`src/rtl/label_search_if.sv`:
```
// rtl/label_search_if.sv - request/response and table-write bundle for label_search
//
// Purpose: groups the table write port, the search request/response
// handshakes and the busy flag of label_search. Clock and reset stay plain
// module ports.
//
// Parameters:
//   IDX_W   label index width
//   ADDR_W  address width
//
// Signals (direction as seen by the slave, i.e. label_search):
//   wr_en      in   table write strobe
//   wr_idx     in   entry to write
//   wr_addr    in   address stored into the entry (also sets its valid bit)
//   req_valid  in   search request
//   req_ready  out  high only while idle
//   req_addr   in   address to search for
//   rsp_valid  out  result available
//   rsp_ready  in   consumer accepts result
//   rsp_hit    out  1 = match found
//   rsp_idx    out  matching index, 0 on miss
//   busy       out  high while scanning or holding a response
//
// Modports: master (requester / table programmer), slave (label_search).

interface label_search_if #(
  parameter int IDX_W  = 4,
  parameter int ADDR_W = 16
);

  logic              wr_en;
  logic [IDX_W-1:0]  wr_idx;
  logic [ADDR_W-1:0] wr_addr;

  logic              req_valid;
  logic              req_ready;
  logic [ADDR_W-1:0] req_addr;

  logic              rsp_valid;
  logic              rsp_ready;
  logic              rsp_hit;
  logic [IDX_W-1:0]  rsp_idx;

  logic              busy;

  modport master (
    output wr_en, wr_idx, wr_addr,
    output req_valid, req_addr,
    output rsp_ready,
    input  req_ready,
    input  rsp_valid, rsp_hit, rsp_idx,
    input  busy
  );

  modport slave (
    input  wr_en, wr_idx, wr_addr,
    input  req_valid, req_addr,
    input  rsp_ready,
    output req_ready,
    output rsp_valid, rsp_hit, rsp_idx,
    output busy
  );

endinterface

```
`src/rtl/label_search.sv`:
```
// rtl/label_search.sv - reverse jump-label resolver (address -> label index)
//
// Purpose: holds a programmable table of NUM_LABELS {valid, addr} entries and
// answers "which label holds this address?" by scanning one entry per clock
// in ascending index order, so the lowest matching index wins.
//
// Ports:
//   clk      in   rising-edge clock
//   reset_n  in   synchronous active-low reset
//   bus      label_search_if.slave
//            wr_en/wr_idx/wr_addr   table write (accepted in every state)
//            req_valid/req_ready/req_addr   search request
//            rsp_valid/rsp_ready/rsp_hit/rsp_idx   search response
//            busy                   high while scanning or responding
//
// Parameters:
//   NUM_LABELS  number of table entries (must be <= 2**IDX_W)
//   IDX_W       label index width
//   ADDR_W      address width
//
// Build option:
//   LABEL_SEARCH_PRELOAD_EN  when defined, reset loads entries 0..8 with a
//                            fixed set of valid addresses instead of
//                            clearing the whole table.
//
// Every output except req_ready comes straight from a flop; req_ready is a
// decode of the state register.

module label_search #(
  parameter int NUM_LABELS = 16,
  parameter int IDX_W      = 4,
  parameter int ADDR_W     = 16
) (
  input  logic         clk,
  input  logic         reset_n,
  label_search_if.slave bus
);

  localparam logic [IDX_W-1:0] last_idx    = IDX_W'(NUM_LABELS - 1);
  localparam logic [IDX_W:0]   num_entries = (IDX_W + 1)'(NUM_LABELS);

  typedef enum logic [1:0] {
    st_idle = 2'd0,
    st_scan = 2'd1,
    st_resp = 2'd2
  } state_t;

  state_t state_q;
  state_t state_d;

  // Label table.
  logic              valid_q [NUM_LABELS];
  logic [ADDR_W-1:0] addr_q  [NUM_LABELS];

  // Search datapath.
  logic [ADDR_W-1:0] key_q;
  logic [IDX_W-1:0]  cnt_q;

  // Registered outputs.
  logic              rsp_valid_q;
  logic              rsp_hit_q;
  logic [IDX_W-1:0]  rsp_idx_q;
  logic              busy_q;

  logic accept;
  logic entry_match;
  logic scan_last;
  logic wr_in_range;

`ifdef LABEL_SEARCH_PRELOAD_EN
  // Reset image of the table in the preload build.
  function automatic logic [ADDR_W-1:0] preload_addr(input int i);
    case (i)
      0:       return ADDR_W'(10);
      1:       return ADDR_W'(22);
      2:       return ADDR_W'(76);
      3:       return ADDR_W'(101);
      4:       return ADDR_W'(123);
      5:       return ADDR_W'(131);
      6:       return ADDR_W'(8);
      7:       return ADDR_W'(37);
      8:       return ADDR_W'(16);
      default: return '0;
    endcase
  endfunction

  function automatic logic preload_valid(input int i);
    return (i < 9);
  endfunction
`endif

  assign accept      = bus.req_valid && (state_q == st_idle);
  // The compare reads the registered table, so a write landing on the same
  // edge as the compare of that entry is only seen from the next cycle on.
  assign entry_match = valid_q[cnt_q] && (addr_q[cnt_q] == key_q);
  assign scan_last   = (cnt_q == last_idx);
  // Writes to indices beyond the table are dropped.
  assign wr_in_range = ({1'b0, bus.wr_idx} < num_entries);

  // ---------------------------------------------------------------------------
  // Label table: reset image, then writes in any state.
  // ---------------------------------------------------------------------------
  always_ff @(posedge clk) begin
    if (!reset_n) begin
      for (int i = 0; i < NUM_LABELS; i++) begin
`ifdef LABEL_SEARCH_PRELOAD_EN
        valid_q[i] <= preload_valid(i);
        addr_q[i]  <= preload_addr(i);
`else
        valid_q[i] <= 1'b0;
        addr_q[i]  <= '0;
`endif
      end
    end else if (bus.wr_en && wr_in_range) begin
      valid_q[bus.wr_idx] <= 1'b1;
      addr_q[bus.wr_idx]  <= bus.wr_addr;
    end
  end

  // ---------------------------------------------------------------------------
  // FSM state register.
  // ---------------------------------------------------------------------------
  always_ff @(posedge clk) begin
    if (!reset_n) begin
      state_q <= st_idle;
    end else begin
      state_q <= state_d;
    end
  end

  // ---------------------------------------------------------------------------
  // FSM next state.
  // ---------------------------------------------------------------------------
  always_comb begin
    state_d = state_q;
    case (state_q)
      st_idle: begin
        if (bus.req_valid) begin
          state_d = st_scan;
        end
      end
      st_scan: begin
        if (entry_match || scan_last) begin
          state_d = st_resp;
        end
      end
      st_resp: begin
        // rsp_valid is high for the whole of this state, so rsp_ready alone
        // completes the handshake.
        if (bus.rsp_ready) begin
          state_d = st_idle;
        end
      end
      default: begin
        state_d = st_idle;
      end
    endcase
  end

  // ---------------------------------------------------------------------------
  // Search datapath and registered outputs.
  // ---------------------------------------------------------------------------
  always_ff @(posedge clk) begin
    if (!reset_n) begin
      key_q       <= '0;
      cnt_q       <= '0;
      rsp_valid_q <= 1'b0;
      rsp_hit_q   <= 1'b0;
      rsp_idx_q   <= '0;
      busy_q      <= 1'b0;
    end else begin
      // Output flags track the state being entered so they line up with it.
      rsp_valid_q <= (state_d == st_resp);
      busy_q      <= (state_d != st_idle);

      if (accept) begin
        key_q <= bus.req_addr;
        cnt_q <= '0;
      end

      if (state_q == st_scan) begin
        if (entry_match) begin
          rsp_hit_q <= 1'b1;
          rsp_idx_q <= cnt_q;
        end else if (scan_last) begin
          rsp_hit_q <= 1'b0;
          rsp_idx_q <= '0;
        end else begin
          cnt_q <= cnt_q + IDX_W'(1);
        end
      end
    end
  end

  assign bus.req_ready = (state_q == st_idle);
  assign bus.rsp_valid = rsp_valid_q;
  assign bus.rsp_hit   = rsp_hit_q;
  assign bus.rsp_idx   = rsp_idx_q;
  assign bus.busy      = busy_q;

endmodule
```
`src/flat_wrapper.sv`:
```
// flat-port wrapper written by rule: the top's interface ports become plain ports
module label_search_flat 
#(
  parameter int NUM_LABELS = 16,
  parameter int IDX_W      = 4,
  parameter int ADDR_W     = 16
)
  (clk, reset_n, bus_wr_en, bus_wr_idx, bus_wr_addr, bus_req_valid, bus_req_addr, bus_rsp_ready, bus_req_ready, bus_rsp_valid, bus_rsp_hit, bus_rsp_idx, bus_busy);
  label_search_if #(.IDX_W(IDX_W), .ADDR_W(ADDR_W)) bus_i ();
  input  logic clk;
  input  logic reset_n;
  input wire logic [$bits(bus_i.wr_en)-1:0] bus_wr_en;
  input wire logic [$bits(bus_i.wr_idx)-1:0] bus_wr_idx;
  input wire logic [$bits(bus_i.wr_addr)-1:0] bus_wr_addr;
  input wire logic [$bits(bus_i.req_valid)-1:0] bus_req_valid;
  input wire logic [$bits(bus_i.req_addr)-1:0] bus_req_addr;
  input wire logic [$bits(bus_i.rsp_ready)-1:0] bus_rsp_ready;
  output wire logic [$bits(bus_i.req_ready)-1:0] bus_req_ready;
  output wire logic [$bits(bus_i.rsp_valid)-1:0] bus_rsp_valid;
  output wire logic [$bits(bus_i.rsp_hit)-1:0] bus_rsp_hit;
  output wire logic [$bits(bus_i.rsp_idx)-1:0] bus_rsp_idx;
  output wire logic [$bits(bus_i.busy)-1:0] bus_busy;
  assign bus_i.wr_en = bus_wr_en;
  assign bus_i.wr_idx = bus_wr_idx;
  assign bus_i.wr_addr = bus_wr_addr;
  assign bus_i.req_valid = bus_req_valid;
  assign bus_i.req_addr = bus_req_addr;
  assign bus_i.rsp_ready = bus_rsp_ready;
  assign bus_req_ready = bus_i.req_ready;
  assign bus_rsp_valid = bus_i.rsp_valid;
  assign bus_rsp_hit = bus_i.rsp_hit;
  assign bus_rsp_idx = bus_i.rsp_idx;
  assign bus_busy = bus_i.busy;
  label_search #(.NUM_LABELS(NUM_LABELS), .IDX_W(IDX_W), .ADDR_W(ADDR_W)) u_core (.clk(clk), .reset_n(reset_n), .bus(bus_i));
endmodule
```
`config.mk`:
```
export PLATFORM = sky130hd
export DESIGN_NAME = label_search_flat
export DESIGN_NICKNAME = d
export VERILOG_FILES = /design/src/rtl/label_search_if.sv /design/src/rtl/label_search.sv /design/src/flat_wrapper.sv
export SDC_FILE = /design/constraint.sdc
export NUM_CORES = 1
export LEC_CHECK = 0
export CAP_MARGIN = 20
export CORE_ASPECT_RATIO = 2
export CORE_MARGIN = 1
export CORE_UTILIZATION = 50
export DETAILED_ROUTE_END_ITERATION = 8
export PLACE_DENSITY = 0.73
export SLEW_MARGIN = 20
export SYNTH_ARGS = -nofsm -noshare
export SYNTH_HDL_FRONTEND = slang
export SYNTH_SLANG_ARGS = --single-unit
```
`constraint.sdc`:
```
create_clock -name clk -period 3.55 [get_ports clk]
set_input_delay 0.71 -clock clk [delete_from_list [all_inputs] [get_ports clk]]
set_output_delay 0.71 -clock clk [all_outputs]
set_load 0.01 [all_outputs]
```
### Yosys cells after proc, flatten, opt, wreduce, memory -nomap -nowiden

Memories as Yosys holds them, arrays and structs flattened. A register that Yosys moved wholly into a read port is not among the register bits.
Index checks and enable logic that the tools add are counted.

| storage, ports and cells | value |
|---|---|
| register bits after elaboration | 29 |
| memory bits (writable) | 272 |
| output and inout bits | 8 |
| memories kept | 2 |

Memory list:

| memory | words | bits a word | rd ports | clocked after Yosys merged registers in | write ports | RTL line | source |
|---|---|---|---|---|---|---|---|
| u_core.addr_q | 16 | 16 | 1 | 1 | 16 | label_search.sv:53 | `logic [ADDR_W-1:0] addr_q [NUM_LABELS];` |
| u_core.valid_q | 16 | 1 | 1 | 1 | 16 | label_search.sv:52 | `logic valid_q [NUM_LABELS];` |

| cells by class | value |
|---|---|
| add/sub/neg operators | 1 |
| equal/unequal tests | 5 |
| multiplexer cells | 24 |
| reductions and logical operators | 9 |

Operators by type and width:

| cell | number |
|---|---|
| 2-to-1 mux 4 bit | 10 |
| equality test 16 bit | 1 |
| 2-to-1 mux 16 bit | 1 |
| OR reduction 16 bit | 1 |
| 2-to-1 mux 1 bit | 9 |
| 2-to-1 mux 2 bit | 3 |
| case mux 2 bit (3 select lines) | 1 |
| adder 4 x 1 -> 4 bit (second input constant) | 1 |
| equality test 2 bit (second input constant) | 2 |
| equality test 4 bit (second input constant) | 1 |
| nonzero test 2 bit | 2 |
| equality test 2 x 1 -> 1 bit (second input constant) | 1 |
| logical AND 1 bit | 2 |
| logical NOT 2 bit | 1 |
| AND reduction 2 bit | 1 |
| logical OR 1 bit | 1 |
| OR reduction 1 bit | 1 |

### Depth between registers and ports, before layout

| logic depth | value |
|---|---|
| depth after elaboration | 7 |
| mapped depth | 14 |
| mapped depth without buffers | 9 |

### Least setup slack after synthesis

No wires, ideal clock.

| timing | value |
|---|---|
| path type | input to register |
| from | input port reset_n |
| to | memory u_core.addr_q[2][0], enable pin |
| setup time | 411 ps |
| arrival time | 2655 ps |
| required time | 3139 ps |
| setup slack | 484 ps |
| stages | 5 |
| path buffers | 2 |
| cell sequence | clkbuf_1 -> nand2_1 -> or3_1 -> clkbuf_1 -> o21ai_0 |

RTL lines:

| element | RTL line | source |
|---|---|---|
| from (decl) | flat_wrapper.sv:11 | `input logic reset_n;` |
| to (decl) | label_search.sv:53 |  |

### Worst setup path in the final report

| timing | value |
|---|---|
| from | register u_core.cnt_q[0] |
| to | register u_core.cnt_q[3] |

| on the way | value |
|---|---|
| word-level cells in the longest chain between the ends | 4 |
| elaborated cells between the ends (all ways) | 5 |
| those cells by class | 1 x add/sub; 1 x eq/ne; 3 x mux |

Ends and longest elaborated chain:

| element | RTL line | source |
|---|---|---|
| from (decl) | label_search.sv:57 | `logic [IDX_W-1:0] cnt_q;` |
| from (signal assigned) | label_search.sv:189 | `cnt_q <= cnt_q + IDX_W'(1);` |
| adder 4 x 1 -> 4 bit or equality test 4 bit (tied branches) | label_search.sv:189, label_search.sv:96 |  |
| 2-to-1 mux 4 bit (*) | label_search.sv:185 | `end else if (scan_last) begin` |
| 2-to-1 mux 4 bit (*) | label_search.sv:182 | `if (entry_match) begin` |
| 2-to-1 mux 4 bit (*) | label_search.sv:181 | `if (state_q == st_scan) begin` |

Every way passes the cells marked *; elsewhere a longest branch is shown, timed or not.
A chain may end at the register's enable or synchronous reset.

==> impl_metrics.ini <==
[logic_synthesis]
synth_warnings = 0
ys_seq_area_frac = 0.620
postSynthAreaPerCell_um2 = 14.0
synth_top_flop_cell = edfxtp_1
yosys.cell_types.count = 57
synthCells = 987
synth_edf_count = 256
ys_async_sr_fraction = 0
syn_nets = 1029
syn-cell-area_mm2 = 0.0138
synth_seq_cells = 301

[sta]
setup-tns-final_ns = 0
hold_viol_final = 0
relSlewSlack = 0.493
skew_ns = 0.0154
post-route-min-period_ns = 3.49
setup_violations = 0
tightest_slew_ns = 0.758
fmax_mhz = 286
finalCritPeriodShare = 0.984
drv_slew = 0
grt_setup_unrepaired = no
setup_ws_ns = 0.0554

[worst_setup_path]
cp_top_family = simple AND/OR/NAND/NOR gates
critPathBufInv = 2
cpPeakStageDelay_ns = 0.54
crit_chain = buf_12 > buf_4 > mux4_2 > a221oi_2 > xnor2_1 > nor3_1 > nand4_1 > nand4bb_4 > nor4b_1 > a41o_1
cp_slowest_cell = mux4_2
arrival_ns = 3.93
end_kind = flop
crit_type = flop to flop
required_ns = 3.98
cp_max_fo = 22
cp-start-kind = flop

[routing]
drt_iter0_markers = 625
avgViaCountPerCell = 5.88
firstDrtPassIters = 5
wl_per_cell_um = 24.3
postRouteAntennaNets = 0
wl_um = 34600
drc = 0
num_vias = 8362

[die]
start_util = 0.513
die-height_um = 237
die_area_mm2 = 0.0284
fp.dieW_um = 120
num_io_pins = 49
rows = 85
coreArea_mm2 = 0.0270

[status]
status = finished, final reports clean

[power_and_ir_drop]
p_leak_nw = 5.71
ir_drop_mv = 0.305
power_density_mw_per_mm2 = 490

[clock_tree]
cts_sinks = 301
htree_levels = 1
holdBufCountCts = 0
clockRootBuffer = clkbuf_16
clk_latency_ns = 0.54
cts_made_buffers = 26
cts_tree = yes
cts_buffer_depth = 3
clk_pin_slew_ns = 0.07

[grt]
grt_pass1_vias = 8614
antenna_found_initial = 0
track_usage = 0.251
grt_first_pass_wirelength_um = 51800
grt_max_degree = 69
gr-total-overflow = 0

[layout]
area_delta_synth_final_pct = 14.5
fill_cells = 2108
drive_gt1_frac = 0.161
mostFrequentLayoutCell = and2_1
n_antenna_cell = 0
seq_area_mm2 = 0.00859
layout_common_cells = 259 x and2_1, 256 x edfxtp_1, 63 x buf_4
nets = 1098
multiInputGateArea_mm2 = 0.00492

[placement]
dp_hpwl_um = 23000
portBuffers = 48
gp_congestion = 0.884
pre_cts_ws_ns = 0.0327

[run]
drv_cap = 0

[worst_hold_path]
hp-class = flop to flop
## cells in the mapped netlist, types with 2 or more instances
library cell	n	area [um2]
mux4_1	5	131
dfxtp_1	45	901
clkbuf_1	50	188
buf_1	2	7.51
a32oi_1	2	17.5
xor2_1	6	52.6
mux2i_1	42	420
nor2b_1	9	56.3
a21boi_0	18	135
nor3b_1	3	22.5
and2_1	259	1620
o21ai_0	13	65.1
a21oi_1	6	30.0
a2111oi_0	3	26.3
nand4_1	3	18.8
o21a_1	5	37.5
a221oi_1	7	61.3
edfxtp_1	256	7690
mux2_2	2	22.5
a21o_1	18	135
xnor2_1	6	52.6
inv_1	3	11.3
a22o_1	7	61.3
buf_4	4	30.0
a221oi_2	3	45.0
mux4_2	49	1100
nand4b_1	5	43.8
a31o_2	2	17.5
buf_6	6	67.6
buf_2	9	45.0
nor2_1	26	97.6
nor3_1	5	25.0
a22oi_1	10	75.1
nand2_1	55	206
and3_1	2	12.5
nand2b_1	10	62.6
nand3_1	11	55.1
## final cells by class
| class | count | share of cell area |
|---|---|---|
| timing repair buffer | 113 | 0.0624 |
| multi-input combinational | 610 | 0.311 |
| clock buffer | 31 | 0.0436 |
| inverter | 4 | 0.000947 |
| sequential | 301 | 0.542 |
| tap | 348 | 0.0275 |
| clock inverter | 16 | 0.0129 |
## metal layers
layer / vias up / GRT usage / share of wire
li1: 3747 / - / -
met1: 4166 / 0.278 / 0.35
met2: 348 / 0.468 / 0.55
met3: 101 / 0.0274 / 0.058
met4: 0 / 0.128 / 0.048
met5: - / 0 / 0
## state kept, by name, indices dropped and copies added, names as in the netlist
signal,count
u_core.addr_q,256
u_core.bus.busy,1
u_core.bus.rsp_hit,1
u_core.bus.rsp_idx,4
u_core.bus.rsp_valid,1
u_core.cnt_q,4
u_core.key_q,16
u_core.state_q,2
u_core.valid_q,16
## per-stage QoR
stage,total power [mW],std cells,util,hold WS (ns),cell area (um2)
2_1_floorplan,4.56,987,-,0.421,13800
3_3_place_gp,4.81,1368,0.551,0.429,14900
3_5_place_dp,4.83,1368,0.551,0.439,14900
4_1_cts,7.79,1415,0.584,0.454,15800
5_1_grt,7.97,1423,0.587,0.476,15900
6_report,7.76,1423,0.587,0.450,15900
## kinds of logic (layout without fill, tap and decap cells)
kind of cell               after synthesis  after routing  synth area share
adders and majority gates                1              1          0.000904
DFF                                    301            301             0.620
and+or+nand+nor                        396            396             0.167
buffers and inverters                   76            164            0.0269
xor gates and xnor gates                12             12           0.00759
muxes                                   98             98             0.121
AOI/OAI and AO/OA                      103            103            0.0563
## final timing paths
check / start / to / slack [ns] / cells after the start
setup / recovery: u_core.cnt_q[0] / u_core.cnt_q[3] / 0.06 / 10
hold / removal: u_core.valid_q[6] / u_core.valid_q[6] / 0.45 / 1
setup reg to reg: u_core.cnt_q[0] / u_core.cnt_q[3] / 0.06 / 10
hold reg to reg: u_core.valid_q[6] / u_core.valid_q[6] / 0.45 / 1
## what timing repair did
item / in CTS / in global routing
buffers inserted: 0 / 8
endpoints found under the setup margin: 0 / 12
gates resized for setup: 0 / 2
## power by group
part / leakage, nW / switching (mW) / total, mW / internal [mW]
logic: 2.48 / 0.374 / 0.677 / 0.303
registers: 2.81 / 0.0753 / 4.09 / 4.02
clock network: 0.428 / 1.25 / 3.00 / 1.75
total: 5.71 / 1.70 / 7.76 / 6.07
(Power assumes the default switching activity.)
==> patch: new RTL, same settings <==
The 3 states of `state_t` get a one-hot encoding in 3 bits.
--- a/src/rtl/label_search.sv
+++ b/src/rtl/label_search.sv
@@ -39,10 +39,10 @@
   localparam logic [IDX_W-1:0] last_idx    = IDX_W'(NUM_LABELS - 1);
   localparam logic [IDX_W:0]   num_entries = (IDX_W + 1)'(NUM_LABELS);
 
-  typedef enum logic [1:0] {
-    st_idle = 2'd0,
-    st_scan = 2'd1,
-    st_resp = 2'd2
+  typedef enum logic [2:0] {
+    st_idle = 3'b001,
+    st_scan = 3'b010,
+    st_resp = 3'b100
   } state_t;
 
   state_t state_q;
Function: same outputs for any inputs over 4 cycles, from zero or initial values and one cycle with reset_n low; so few cycles prove little.
==> patch against the original RTL <==
  * Power is 2.5% lower
  * Sequential cell count is 1 higher
  * Wire length is 5.1% lower
  * Cell area is 0.82% lower
  * Worst setup slack better by 220 ps
  * Via count is 6.2% lower
  * Count of clock-buffer cells in the layout stayed put
  * Area after synthesis is 0.73% lower
  * Global-route usage is 1.1 points lower
  * Final cell count is 3.6% lower
  * Sequential power hardly changed
  * Critical path type unchanged
  * Largest power group unchanged
==> patch: results (changes against the original RTL) <==
.. list-table::
   :header-rows: 1

   * - Metric
     - Value
   * - Final worst hold slack
     - 454 ps (+3.93 ps)
   * - Sequential area share after synthesis
     - 62.6% (+0.60 points)
   * - M1 wire length
     - 11900 um (-0.44%)
   * - Combined global-route utilization of all metal layers
     - 24.0% (-1.1 points)
   * - Pin slew with the least headroom to its limit
     - 765 ps (+7.02 ps)
   * - # fillers
     - 2098 (-0.47%)
   * - Leakage power
     - 5.51 nW (-3.5%)
   * - Data buffer area share
     - 6.02% (-0.22 points)
   * - Number of distinct library cells after synthesis
     - 56 (-1.8%)
   * - Worst hold path endpoint
     - u_core.valid_q[0]
   * - Number of DRC violations after detailed-routing iteration 0
     - 537 (-14%)
   * - Via count of the first global-routing pass
     - 8181 (-5.0%)
   * - Via-per-instance ratio
     - 5.72 (-2.7%)
   * - Inverters
     - 3 (-1)
   * - Final net count
     - 1047 (-4.6%)
   * - Routed met2 length
     - 18000 um (-4.8%)
   * - Ratio of cells with drive above 1 in the final layout
     - 17.5% (+1.4 points)
   * - Synthesized instance count
     - 946 (-4.2%)
   * - Worst-case register-to-register setup slack
     - 270 ps (+220 ps)
   * - Wire length on met3
     - 1650 um (-18%)
   * - Global Route met2 Usage
     - 44.0% (-2.8 points)
   * - Critical Path Slowest Stage Cell
     - sky130_fd_sc_hd__a2111oi_0
   * - Multi-input gate share of total cell area
     - 30.6% (-0.45 points)
   * - Post-place instance area
     - 0.0148 mm^2 (-0.70%)
   * - Share of final layout cell area taken by clock buffers and inverters
     - 5.72% (+0.079 points)
   * - Result of the run
     - completed
   * - Sequential standard cell area
     - 0.00862 mm^2 (+0.26%)
   * - Half-perimeter wire length of the detailed placement result
     - 21700 um (-5.8%)
   * - Cell count after placement
     - 1324 (-3.2%)
   * - Arrival time at the worst endpoint
     - 3720 ps (-210 ps)
patch: cell types whose count changed in the layout (fill, tap and decap cells not counted), moves of 5 or more:
| cell | delta |
|---|---|
| sky130_fd_sc_hd__mux2i_1 | -28 |
| sky130_fd_sc_hd__buf_4 | -19 |
| sky130_fd_sc_hd__mux4_2 | +17 |
| sky130_fd_sc_hd__nor2_1 | -9 |
| sky130_fd_sc_hd__a22oi_1 | -8 |
| sky130_fd_sc_hd__nand2_1 | -7 |
| sky130_fd_sc_hd__mux2_2 | +6 |
| sky130_fd_sc_hd__o21ai_0 | +6 |
| sky130_fd_sc_hd__buf_12 | +5 |
| sky130_fd_sc_hd__xnor2_1 | +5 |
patch: worst max-delay path by stage:
stage                                      to  slack, ps  cells after the start
after floorplan           u_core.addr_q[2][0]        510                      5
after global placement        u_core.cnt_q[3]        140                      8
after detailed placement      u_core.cnt_q[3]         80                      8
after CTS                     u_core.cnt_q[3]         60                      8
after global routing          u_core.cnt_q[3]        130                     10
final                         u_core.cnt_q[3]        270                     10
patch: report_power, final:
| part | switching (W) | internal, W | leakage [nW] |
|---|---|---|---|
| Sequential | 0.0000677 | 0.00403 | 2.82 |
| Combinational | 0.000278 | 0.000218 | 2.27 |
| Clock | 0.00126 | 0.00172 | 0.425 |
| Total | 0.00160 | 0.00597 | 5.51 |
patch: timing repair:
| action | in CTS | in global routing |
|---|---|---|
| endpoints found under the setup margin | 0 | 2 |
| setup buffers | 0 | 1 |
| hold endpoints to repair | 0 | 0 |
| resized for setup | 0 | 1 |
patch: logic make-up after synthesis:
logic type | synth area share (%)
simple gates | 16.2
mux | 12.7
compound gates | 4.88
fa+ha+maj | 0.0910
buf+inv | 2.52
flops | 62.6
xor+xnor | 1.02
